`src/rtl/core_seq_ctrl.sv`:
```
// Instruction sequencer for the 2D accelerator core: turns one start command into
// the per-cycle weight-load, activation-stream and PSUM-drain instruction stream.
module core_seq_ctrl #(
  parameter int row     = 8,
  parameter int col     = 8,
  parameter int addr_bw = 11
) (
  input  logic               clk,
  input  logic               reset,
  input  logic               start,
  input  logic               mode,
  input  logic [addr_bw-1:0] w_base,
  input  logic [addr_bw-1:0] x_base,
  input  logic [addr_bw-1:0] p_base,
  input  logic [addr_bw-1:0] num_x,
  input  logic               ofifo_valid,
  output logic [34:0]        inst,
  output logic               busy,
  output logic               done
);

  localparam int CW = addr_bw + 1;
  localparam logic [34:0] IdleWord = 35'h1800C0000;
  localparam logic [CW-1:0] LastWload = CW'(row);
  localparam logic [CW-1:0] LastWexec = CW'(row + col - 1);

  typedef enum logic [2:0] {
    IDLE, WLOAD, WEXEC, XSTREAM, DRAIN, DONE
  } stateT;

  stateT state, stateNext;
  logic [CW-1:0] cnt, cntNext;
  logic [addr_bw-1:0] wcnt, wcntNext;
  logic modeQ;
  logic [addr_bw-1:0] wBase, xBase, pBase, numX;
  logic [34:0] instNext;

  logic modeBit, pCen, pWen, xCen, xWen, ofRd, l0Wr, exec, load, drainWr;
  logic [addr_bw-1:0] pAddr, xAddr;

  always_comb begin
    stateNext = state;
    cntNext   = cnt;
    wcntNext  = wcnt;
    modeBit   = 1'b0;
    pCen      = 1'b1;
    pWen      = 1'b1;
    pAddr     = '0;
    xCen      = 1'b1;
    xWen      = 1'b1;
    xAddr     = '0;
    ofRd      = 1'b0;
    l0Wr      = 1'b0;
    exec      = 1'b0;
    load      = 1'b0;

    // Results may come out of the FIFO while activations are still streaming;
    // both phases share the write counter so nothing is lost.
    drainWr = (state == XSTREAM || state == DRAIN) && ofifo_valid && (wcnt < numX);
    if (drainWr) begin
      pCen     = 1'b0;
      pWen     = 1'b0;
      pAddr    = pBase + wcnt;
      ofRd     = 1'b1;
      wcntNext = wcnt + 1'b1;
    end

    if (state != IDLE && state != DONE) modeBit = modeQ;

    case (state)
      IDLE: begin
        cntNext  = '0;
        wcntNext = '0;
        if (start) begin
          if (!mode)            stateNext = WLOAD;
          else if (num_x == '0) stateNext = DONE;
          else                  stateNext = XSTREAM;
        end
      end
      WLOAD: begin
        // l0_wr trails the read by one cycle to cover SRAM read latency
        if (cnt < LastWload) begin
          xCen  = 1'b0;
          xAddr = wBase + cnt[addr_bw-1:0];
        end
        if (cnt != '0) l0Wr = 1'b1;
        if (cnt == LastWload) begin
          cntNext   = '0;
          stateNext = WEXEC;
        end else begin
          cntNext = cnt + 1'b1;
        end
      end
      WEXEC: begin
        load = 1'b1;
        if (cnt == LastWexec) begin
          cntNext   = '0;
          stateNext = (numX == '0) ? DONE : XSTREAM;
        end else begin
          cntNext = cnt + 1'b1;
        end
      end
      XSTREAM: begin
        if (cnt < {1'b0, numX}) begin
          xCen  = 1'b0;
          xAddr = xBase + cnt[addr_bw-1:0];
        end
        if (cnt != '0) begin
          l0Wr = 1'b1;
          exec = 1'b1;
        end
        if (cnt == {1'b0, numX}) begin
          cntNext   = '0;
          stateNext = (wcntNext == numX) ? DONE : DRAIN;
        end else begin
          cntNext = cnt + 1'b1;
        end
      end
      DRAIN: begin
        if (wcntNext == numX) stateNext = DONE;
      end
      DONE: begin
        stateNext = IDLE;
      end
      default: stateNext = IDLE;
    endcase

    instNext = {modeBit, 1'b0, pCen, pWen, pAddr, xCen, xWen, xAddr,
                1'b0, ofRd, 2'b00, l0Wr, exec, load};
    if (state == IDLE || state == DONE) instNext = IdleWord;
  end

  // Outputs are registered from the current state, so they trail the state by one edge.
  always_ff @(posedge clk) begin
    if (reset) begin
      state <= IDLE;
      cnt   <= '0;
      wcnt  <= '0;
      modeQ <= 1'b0;
      wBase <= '0;
      xBase <= '0;
      pBase <= '0;
      numX  <= '0;
      inst  <= IdleWord;
      busy  <= 1'b0;
      done  <= 1'b0;
    end else begin
      state <= stateNext;
      cnt   <= cntNext;
      wcnt  <= wcntNext;
      inst  <= instNext;
      busy  <= (state != IDLE);
      done  <= (state == DONE);
      if (state == IDLE && start) begin
        modeQ <= mode;
        wBase <= w_base;
        xBase <= x_base;
        pBase <= p_base;
        numX  <= num_x;
      end
    end
  end

endmodule

```
`config.mk`:
```
export PLATFORM = sky130hd
export DESIGN_NAME = core_seq_ctrl
export DESIGN_NICKNAME = d
export VERILOG_FILES = /design/src/rtl/core_seq_ctrl.sv
export SDC_FILE = /design/constraint.sdc
export NUM_CORES = 1
export LEC_CHECK = 0
export BUFFER_PORTS_ARGS = -buffer_cell sky130_fd_sc_hd__buf_4
export CAP_MARGIN = 10
export CORE_AREA = 2 2 111 113
export DETAILED_ROUTE_END_ITERATION = 12
export DIE_AREA = 0 0 113 115
export GPL_TIMING_DRIVEN = 1
export HOLD_SLACK_MARGIN = 0.1
export MAX_ROUTING_LAYER = met4
export PLACE_DENSITY = 0.71
export REMOVE_ABC_BUFFERS = 1
export SYNTH_ARGS = -nofsm -noshare
export SYNTH_HDL_FRONTEND = slang
export SYNTH_SLANG_ARGS = --single-unit
```
`constraint.sdc`:
```
create_clock -name clk -period 3.52 [get_ports clk]
set_input_delay 0.352 -clock clk [delete_from_list [all_inputs] [get_ports clk]]
set_output_delay 0.352 -clock clk [all_outputs]
set_load 0.1 [all_outputs]
```
**Yosys cells after proc, flatten, opt, wreduce, memory -nomap -nowiden**

Index checks and enable logic that the tools add are counted.

- Register bits: 107
- Input bits: 49
- Output and inout bits: 37
- Logic and storage cells: 88

- $add $sub $neg: 5
- Order comparisons: 3
- Equality and inequality tests: 15
- Muxes and demuxes: 25
- Bitwise gates (word level): 4
- Reductions and logical operators: 20

Operator list:

| kind | count |
|---|---|
| case mux 12 bit (4 select lines) | 1 |
| 2-to-1 mux 12 bit | 3 |
| adder 11 bit | 3 |
| 2-to-1 mux 11 bit | 3 |
| == test 12 x 4 -> 1 bit (second input constant) | 2 |
| 2-to-1 mux 3 bit | 8 |
| logical NOT 11 bit | 2 |
| case mux 11 bit (2 select lines) | 1 |
| case mux 3 bit (5 select lines) | 1 |
| adder 12 x 1 -> 12 bit (second input constant) | 1 |
| == test 12 x 11 -> 1 bit | 1 |
| < comparator 12 x 11 -> 1 bit | 1 |
| < comparator 12 x 4 -> 1 bit (second input constant) | 1 |
| nonzero test 12 bit | 1 |
| OR reduction 3 bit | 4 |
| adder 11 x 1 -> 11 bit (second input constant) | 1 |
| == test 11 bit | 1 |
| < comparator 11 bit | 1 |
| 2-to-1 mux 1 bit | 7 |
| == test 3 x 2 -> 1 bit (second input constant) | 2 |
| == test 3 bit (second input constant) | 2 |
| inequality test 2 bit (second input constant) | 3 |
| OR reduction 2 bit | 3 |
| AND reduction 5 bit | 1 |
| other kinds (10) | 18 |

**Longest topological paths before layout**

Gate-level depths: netlist (run 1).

- Depth in word-level cells: 9
- Mapped depth: 11
- Gate-level depth less buffers: 11

**Worst setup path before layout (run 1)**

Ideal clock, no wire load.

- Kind: reg2reg
- Start point: register numX[4]
- End point: register state[0]
- Library setup time: 0.059 ns
- Arrival: 2.484 ns
- Data required time: 3.461 ns
- Setup slack: 0.977 ns
- Cell stages (with the launch flop): 11
- Buffers on the path: 0
- Period minus slack after synthesis: 2.543 ns
- Path through: dfxtp_1 > inv_1 > ha_1 > a21o_1 > a221o_1 > a41oi_2 > o211ai_1 > xor2_1 > nor2_1 > a2111oi_0 > a31o_1

- Cells in the longest elaborated chain, start to end: 7
- Elaborated cells on any way between the ends: 11
- Classes of those cells: order compare: 1; eq/ne: 4; mux: 4; reduce/logical: 2

RTL lines:

| item | RTL line | source |
|---|---|---|
| from (decl) | 35 | `logic [addr_bw-1:0] wBase, xBase, pBase, numX;` |
| from (signal assigned) | 159 | `numX <= num_x;` |
| < comparator 11 bit | 59 | `drainWr = (state == XSTREAM \|\| state == DRAIN) && ofifo_valid && (wcnt < numX);` |
| logical AND 1 bit | 59 |  |
| 2-to-1 mux 11 bit | 60 | `if (drainWr) begin` |
| == test 11 bit | 114, 120 |  |
| 2-to-1 mux 1 bit | 114 | `stateNext = (wcntNext == numX) ? DONE : DRAIN;` |
| 2-to-1 mux 3 bit | 112 | `if (cnt == {1'b0, numX}) begin` |
| case mux 3 bit (5 select lines) | 70 | `case (state)` |
| to (signal assigned) | 148 | `state <= stateNext;` |
| to (decl) | 31 | `stateT state, stateNext;` |

Several ways; a longest one is shown, not always the timed one. The select of a mux whose other input is x is not followed.
A chain may end at the register's enable or synchronous reset.

**Final worst setup path (run 1)**

Same ends and word-level chain as after synthesis.

==> run metrics, run 1 <==
clk root buf clkbuf_16; initial antenna violation count 0; Routed WL 16.1 mm; DP Area 6560 sq um; die area 13,000 sq um; Arr. time, crit path 3.30 ns; IO Pins 86; first-pass GRT wire length 26.2 mm; outcome complete, but fails checks; WP data required 3.82 ns; CP startpoint kind flip-flop; Final TNS setup 0 ns; # Post-CTS Setup Buffers 0; die height 115 microns; final setup violation count 0; hold path startpoint x_base[2]; crit path time final 3.00 ns; Multi-input gate area 3570 sq um; largest net degree at the start of global routing 68; VDD IR max 0.317 mV; FFs w/ async S/R, synth 0%; Hold Path Class in -> reg; Filler cells 1,096; register area share after synthesis 34.7%; register area 2040 sq um; Worst Tran Pin Value 0.735 ns; Tcrit/Tclk final 85.3%; hold slack 0.239 ns; FF+latch count, synth 102; CP startpoint numX[4]; Area Growth Syn to Fin 16.8%; Pleak 0.00302 uW; Avg Vias per Cell 5.74; Post-synth EDFFs 0; synth warn 0; failing checks design-rule violations; PwrDens 592 nW/um^2; Util after Layout 58.2%; CTS Hold Bufs 0; Fin. Hold Viols 0; DP Wirelength 12.0 mm; DR DRC count 4; CTS clk-pin slew, worst paths 0.07 ns; clk sinks 102; Fmax 333 MHz; core box area 11,800 sq um; row count 40; Main synth FF type dfxtp_1; first-pass detailed-route iteration total 9; FF-to-FF setup slack 0.52 ns; clock insertion delay at the later pin of the skew report 0.36 ns; clk_skew 0.00724 ns; PortBufs 80; vias 5,357; number of antenna diodes 0; CTS buffer count 9; Cell Area, Synth 5880 sq um; RSZ-0062 raised after global routing false; design area 6870 sq um; CP endpoint kind flip-flop; Slew Limit Fails 0; post-route ant nets 0; NumNets Final 887; Congestion Overflow GR 0; GRT Total Usage 26.2%; CTS tree yes; Reg-to-Reg Start numX[4]; Mapped Avg Cell Area 8.23 sq um; Non-Filler Instances 933; MaxCap Viol Count 0; DRT iter0 DRCs 296; Worst slew margin 50.9%; CP Max Fanout 10; Synth area leader dfxtp_1; Routed WL per cell 17.2 microns; share of the synthesized area in the top cell type 34.7%; Initial Util 49.8%; Cells after Synth 715; die width 113 microns; GP Congestion 0.990; vias in the first global route 5,275; layout cell share with drive strength beyond 1 15.1%; clk buf depth 2; largest cells by area after synthesis dfxtp_1 35%, ha_1 11%, nand2_1 7.6%, a21oi_1 6.4%, nor2_1 4.0%; post_cts resized 0; H-tree depth 3; placed cells 917; critical path class reg -> reg; library cells used by synthesis 71
-- layer usage --
| layer | track usage (%) | share of wire, % |
|---|---|---|
| met1 | 31.1 | 43 |
| met2 | 44.0 | 49 |
| met3 | 4.74 | 4.5 |
| met4 | 10.8 | 3.1 |
| met5 | - | 0 |
-- cell usage after synthesis, drive strengths merged (6+ instances only) --
| cell | count |
|---|---|
| nor3 | 14 |
| nand2 | 120 |
| nand4 | 7 |
| a22oi | 11 |
| xor2 | 17 |
| nor2 | 62 |
| and3 | 13 |
| a21o | 15 |
| xnor2 | 25 |
| dfxtp | 102 |
| a31oi | 10 |
| nor4 | 10 |
| o21ai | 18 |
| a21oi | 76 |
| buf | 11 |
| clkbuf | 25 |
| nor2b | 7 |
| and2 | 6 |
| inv | 27 |
| ha | 54 |
-- layout by cell type (no fill, tap or decap), drive strengths merged, types with 6 or more instances in the layout --
cell,Yosys,final
inv,27,28
clkbuf,25,10
nor4,10,10
a21o,15,15
and3,13,13
nor2b,7,7
nor2,62,62
a21oi,76,76
a22oi,11,11
nand4,7,7
ha,54,54
a31oi,10,10
o21ai,18,18
nor3,14,14
dfxtp,102,102
xor2,17,17
and2,6,6
buf,11,88
xnor2,25,25
nand2,120,120
-- critical path, cell delays in order, from the launching register on --
cell and delay (ns):
dfxtp_1 0.43, inv_1 0.11, ha_1 0.33, a21o_1 0.17
a221o_1 0.35, a41oi_2 0.45, o21ai_0 0.24, xnor2_1 0.23
nor2_1 0.07, a2111oi_0 0.35, a31o_1 0.21
-- cell families after synthesis --
group	share of synthesized area, %
fa+ha+maj	12.5
compound gates	19.7
xor+xnor	6.25
buf+inv	4.76
mux	0.170
other cells	0.128
flops	34.7
simple gates	21.7
-- area by class of cell --
type                       count  share of cell area (%)
clock buffer                  10                    3.33
tap                          147                    2.68
sequential                   102                    29.7
timing repair buffer          88                    9.61
inverter                      27                    1.47
clock inverter                 6                    1.22
multi-input combinational    553                    52.0
-- where the power goes --
| group | switching (uW) | total (uW) | internal [uW] | leakage, uW |
|---|---|---|---|---|
| logic | 1030 | 1550 | 519 | 0.00203 |
| registers | 144 | 1440 | 1300 | 0.000829 |
| clock network | 452 | 1070 | 623 | 0.000157 |
| total | 1630 | 4070 | 2440 | 0.00302 |
-- metrics by stage --
step	setup slack [ns]	total power (uW)
final	0.517	4070
after detailed placement	0.528	3010
after CTS	0.527	4080
after global placement	0.581	2970
after global routing	0.242	4330
after floorplan	0.977	2510
-- worst paths after layout --
| kind | end | cells after the start |
|---|---|---|
| hold / removal | xBase[2] | 3 |
| setup reg to reg | state[0] | 10 |
| setup / recovery | state[0] | 10 |
| hold reg to reg | modeQ | 2 |
-- registers in the layout (all words and copies together), names as in the netlist --
register / cells
wBase: 11
modeQ: 1
pBase: 11
done: 1
wcnt: 11
state: 3
cnt: 12
busy: 1
xBase: 11
inst: 29
numX: 11
(Power assumes the default switching activity.)
==> run 2, diff against run 1 <==
==> constraint.sdc (replaced) <==
create_clock -name clk -period 3.6 [get_ports clk]
set_input_delay 0.36 -clock clk [delete_from_list [all_inputs] [get_ports clk]]
set_output_delay 0.36 -clock clk [all_outputs]
set_load 0.1 [all_outputs]
==> run metrics, run 2 (synthesized netlist as in run 1, its figures left out) <==
outcome complete, but fails checks (unchanged); failing checks design-rule violations (unchanged); DP Area 6560 sq um (about the same); first-pass GRT wire length 25.9 mm (was 26.2 mm); vias in the first global route 5,308 (was 5,275); register area 2040 sq um (unchanged); CP endpoint kind flip-flop (unchanged); clock insertion delay at the later pin of the skew report 0.36 ns (about the same); Fin. Hold Viols 0 (unchanged); number of antenna diodes 0 (unchanged); GRT Total Usage 25.9% (was 26.2%); Fmax 325 MHz (was 333 MHz); clk_skew 0.0108 ns (was 0.00724 ns); Area Growth Syn to Fin 16.5% (was 16.8%); WP data required 3.91 ns (was 3.82 ns); NumNets Final 886 (was 887); initial antenna violation count 0 (unchanged); crit path time final 3.08 ns (was 3.00 ns); CTS buffer count 9 (unchanged); Hold Path Class in -> reg (unchanged); CP startpoint kind flip-flop (unchanged); clk sinks 102 (unchanged); post_cts resized 0 (unchanged); design area 6860 sq um (was 6870 sq um); layout cell share with drive strength beyond 1 15.2% (was 15.1%); Reg-to-Reg Start numX[4] (unchanged); Routed WL per cell 17.3 microns (was 17.2 microns); Congestion Overflow GR 0 (unchanged); crit path cell chain inv_1 > ha_1 > a21o_1 > a221o_1 > a41oi_2 > o211ai_1 > xor2_1 > nor2_1 > a2111oi_0 > a31o_1 (was inv_1 > ha_1 > a21o_1 > a221o_1 > a41oi_2 > o21ai_0 > xnor2_1 > nor2_1 > a2111oi_0 > a31o_1); Largest regs inst x29, cnt x12 (unchanged); Post-Place Setup Slack 0.595 ns (was 0.528 ns); Worst slew margin 36.0% (was 50.9%); slowest stage delay, CP 0.47 ns (was 0.45 ns); Setup WS post-layout 0.525 ns (was 0.517 ns); CP Max Fanout 10 (unchanged); Worst Hold Path EP xBase[10] (was xBase[2]); DR DRC count 4 (unchanged); Design Power 3930 uW (was 4070 uW); clk buf depth 2 (unchanged); Reg2Reg Depth 10 (unchanged); Initial Util 49.8% (unchanged); RSZ-0062 raised after global routing false (unchanged); GP Congestion 0.987 (was 0.990); die area 13,000 sq um (unchanged); die height 115 microns (unchanged); final setup violation count 0 (unchanged); PortBufs 80 (unchanged); most frequent cells in the layout 118 x nand2_1, 102 x dfxtp_1, 87 x buf_4, 75 x a21oi_1, 62 x nor2_1 (was 119 x nand2_1, 102 x dfxtp_1, 88 x buf_4, 75 x a21oi_1, 62 x nor2_1); VDD IR max 0.393 mV (was 0.317 mV); critical path class reg -> reg (unchanged); Slew Limit Fails 0 (unchanged); IO Pins 86 (unchanged); first-pass detailed-route iteration total 8 (was 9); hold path startpoint x_base[10] (was x_base[2]); Worst Tran Pin Value 0.957 ns (was 0.735 ns); Arr. time, crit path 3.38 ns (was 3.30 ns); FF-to-FF setup slack 0.52 ns (about the same); DRT iter0 DRCs 269 (was 296); Tcrit/Tclk final 85.4% (was 85.3%); MaxCap Viol Count 0 (unchanged); number of flip-flops in the largest register 29 (unchanged); most flop-heavy register inst (unchanged); Pleak 0.00301 uW (was 0.00302 uW); largest net degree at the start of global routing 68 (unchanged); placed cells 916 (was 917); Non-Filler Instances 932 (was 933); Final TNS setup 0 ns (unchanged); Slowest cell on crit path a41oi_2 (unchanged); Filler cells 1,075 (was 1,096); CTS Hold Bufs 0 (unchanged); vias 5,381 (was 5,357); core box area 11,800 sq um (unchanged); row count 40 (unchanged); DP Wirelength 11.9 mm (was 12.0 mm); Hold Path Stages 3 (unchanged); CTS tree yes (unchanged); # Post-CTS Setup Buffers 0 (unchanged); PwrDens 573 nW/um^2 (was 592 nW/um^2); CTS clk-pin slew, worst paths 0.08 ns (was 0.07 ns); Routed WL 16.1 mm (about the same); FF-to-FF End state[0] (unchanged); clk root buf clkbuf_16 (unchanged); die width 113 microns (unchanged); post-route ant nets 0 (unchanged); most common cell after layout, fill and taps aside nand2_1 (unchanged); H-tree depth 3 (unchanged); Avg Vias per Cell 5.77 (was 5.74); Multi-input gate area 3570 sq um (about the same)
## run 2: cell types whose count changed in the layout (fill, tap and decap cells not counted), sizes merged
cell,delta
buf,-1
bufinv,-1
clkbuf,+1
## run 2: power by group
part / internal [uW] / switching, uW
Clock: 560 / 445
Sequential: 1270 / 133
Combinational: 502 / 1020
Total: 2330 / 1600
## run 2: worst max-delay path by stage
stage	startpoint	end	slack (ns)	cells past startpoint
floorplan	numX[4]	state[0]	1.06	10
global placement	numX[4]	state[0]	0.65	10
detailed placement	numX[4]	state[0]	0.59	10
CTS	numX[4]	state[0]	0.55	10
global route	numX[4]	state[0]	0.24	10
finish	numX[4]	state[0]	0.52	10
## run 2: cell type report
cell class	instances	area share, %
multi-input combinational	553	52.1
clock inverter	5	0.840
sequential	102	29.8
clock buffer	11	3.54
inverter	27	1.48
tap	147	2.68
timing repair buffer	87	9.53
## run 2: stage by stage
step / hold slack, ns / utilization [%]
after floorplan: 0.426 / -
after global placement: 0.440 / 55.5
after detailed placement: 0.443 / 55.5
after CTS: 0.240 / 58.0
after global routing: 0.246 / 58.0
final: 0.251 / 58.0
## run 2: worst max-delay path: cells and delay by family, from the launching register on
family                     cells  cell delay, ns
buffers and inverters          1            0.10
AOI/OAI and AO/OA              6            1.90
xor gates and xnor gates       1            0.21
and+or+nand+nor                1            0.05
DFF                            1            0.43
adders and majority gates      1            0.32
## run 2: per-layer routing
layer / routed length (microns) / up-vias / track usage, %
met5: 0 / - / -
met4: 401 / 0 / 10.8
met3: 699 / 26 / 3.53
met2: 8050 / 143 / 45.0
met1: 6990 / 2564 / 30.3
li1: - / 2648 / -
==> run 3, diff against run 2 <==
--- a/config.mk
+++ b/config.mk
@@ -13,7 +13,7 @@
 export GPL_TIMING_DRIVEN = 1
 export HOLD_SLACK_MARGIN = 0.1
 export MAX_ROUTING_LAYER = met4
-export PLACE_DENSITY = 0.71
+export PLACE_DENSITY_LB_ADDON = 0.12
 export REMOVE_ABC_BUFFERS = 1
 export SYNTH_ARGS = -nofsm -noshare
 export SYNTH_HDL_FRONTEND = slang
==> run metrics, run 3 (synthesized netlist as in run 1, its figures left out) <==
outcome complete, but fails checks (unchanged); failing checks design-rule violations (unchanged); final setup violation count 0 (unchanged); CP startpoint kind flip-flop (unchanged); initial antenna violation count 0 (unchanged); PwrDens 571 nW/um^2 (was 573 nW/um^2); first-pass detailed-route iteration total 9 (was 8); Fmax 332 MHz (was 325 MHz); post-route ant nets 0 (unchanged); Routed WL per cell 16.6 microns (was 17.3 microns); core box area 11,800 sq um (unchanged); PortBufs 80 (unchanged); vias in the first global route 5,161 (was 5,308); Slew Limit Fails 0 (unchanged); Pleak 0.00300 uW (was 0.00301 uW); Final TNS setup 0 ns (unchanged); number of antenna diodes 0 (unchanged); RSZ-0062 raised after global routing false (unchanged); H-tree depth 3 (unchanged); number of flip-flops in the largest register 29 (unchanged); most common cell after layout, fill and taps aside nand2_1 (unchanged); CTS clk-pin slew, worst paths 0.07 ns (was 0.08 ns); first-pass GRT wire length 25.4 mm (was 25.9 mm); hold path startpoint x_base[5] (was x_base[10]); Tcrit/Tclk final 83.7% (was 85.4%); CP endpoint kind flip-flop (unchanged); # Post-CTS Setup Buffers 0 (unchanged); VDD IR max 0.310 mV (was 0.393 mV); Design Power 3910 uW (was 3930 uW); clk_skew 0.00844 ns (was 0.0108 ns); Fin. Hold Viols 0 (unchanged); vias 5,232 (was 5,381); Avg Vias per Cell 5.63 (was 5.77); clk buf depth 2 (unchanged); Congestion Overflow GR 0 (unchanged); clk root buf clkbuf_16 (unchanged); WP data required 3.89 ns (was 3.91 ns); hold slack 0.248 ns (was 0.251 ns); Reg-to-Reg Start numX[4] (unchanged); post_cts resized 0 (unchanged); Worst Tran Pin Value 0.898 ns (was 0.957 ns); Largest regs inst x29, cnt x12 (unchanged); crit path time final 3.01 ns (was 3.08 ns); most flop-heavy register inst (unchanged); Worst slew margin 39.9% (was 36.0%); CP Max Fanout 10 (unchanged); GP Congestion 0.971 (was 0.987); die area 13,000 sq um (unchanged); die height 115 microns (unchanged); most frequent cells in the layout 118 x nand2_1, 102 x dfxtp_1, 85 x buf_4, 75 x a21oi_1, 62 x nor2_1 (was 118 x nand2_1, 102 x dfxtp_1, 87 x buf_4, 75 x a21oi_1, 62 x nor2_1); DP Wirelength 11.4 mm (was 11.9 mm); largest net degree at the start of global routing 68 (unchanged); Routed WL 15.5 mm (was 16.1 mm); CTS buffer count 9 (unchanged); Arr. time, crit path 3.31 ns (was 3.38 ns); die width 113 microns (unchanged); GRT Total Usage 25.4% (was 25.9%); Initial Util 49.8% (unchanged); row count 40 (unchanged); IO Pins 86 (unchanged); CTS Hold Bufs 0 (unchanged); critical path class reg -> reg (unchanged); CP startpoint numX[4] (unchanged); MaxCap Viol Count 0 (unchanged); slowest stage delay, CP 0.44 ns (was 0.47 ns); NumNets Final 884 (was 886); CTS tree yes (unchanged); clk sinks 102 (unchanged); Area Growth Syn to Fin 16.4% (was 16.5%); Hold Path Class in -> reg (unchanged); Slowest cell on crit path dfxtp_1 (was a41oi_2); clock insertion delay at the later pin of the skew report 0.36 ns (about the same); crit path cell chain inv_1 > ha_1 > a21o_1 > a221o_1 > a41oi_2 > o211ai_1 > xor2_1 > nor2_1 > a2111oi_0 > a31o_1 (unchanged); DRT iter0 DRCs 311 (was 269); layout cell share with drive strength beyond 1 14.9% (was 15.2%); DR DRC count 5 (was 4)
-- run 3: changes by cell type in the layout (fill, tap and decap cells not counted), sizes merged --
| cell | delta |
|---|---|
| buf | -2 |
| clkbuf | +1 |
| clkinv | -1 |
-- run 3: where the power goes --
| part | switching (uW) | internal (uW) |
|---|---|---|
| Combinational | 974 | 494 |
| Sequential | 154 | 1270 |
| Clock | 441 | 580 |
-- run 3: per-layer routing --
layer	routed length [microns]	track usage, %	share of wire [%]
met1	6800	29.8	44
met2	7640	43.9	49
met3	715	4.64	4.6
met4	314	8.78	2.0
met5	0	-	0
-- run 3: final cells by class --
type | instances | area, sq um
Tap cell | 147 | 184
Clock buffer | 12 | 256
Sequential cell | 102 | 2040
Clock inverter | 4 | 52.6
Timing Repair Buffer | 85 | 638
Inverter | 27 | 101
Fill cell | 1072 | 4960
Multi-Input combinational cell | 553 | 3570
-- run 3: worst paths after layout --
kind	end	slack, ns	cells after the start
worst max-delay path	state[0]	0.59	10
worst min-delay path	xBase[5]	0.25	3
worst max register to register	state[0]	0.59	10
worst min register to register	modeQ	0.46	2
-- run 3: per-stage QoR --
stage / instances / worst slack (ns) / instance area [sq um] / utilization [%]
after floorplan: 682 / 1.06 / 5720 / -
after global placement: 914 / 0.694 / 6540 / 55.4
after detailed placement: 914 / 0.620 / 6540 / 55.4
after CTS: 930 / 0.589 / 6850 / 58.0
after global routing: 930 / 0.223 / 6850 / 58.0
final: 930 / 0.586 / 6850 / 58.0
-- run 3: worst max-delay path, delay by kind of cell (launching register included) --
family | cells | cell delay [ns]
compound gates | 6 | 1.80
fa+ha+maj | 1 | 0.33
simple gates | 1 | 0.06
buf+inv | 1 | 0.11
flops | 1 | 0.44
xor+xnor | 1 | 0.22
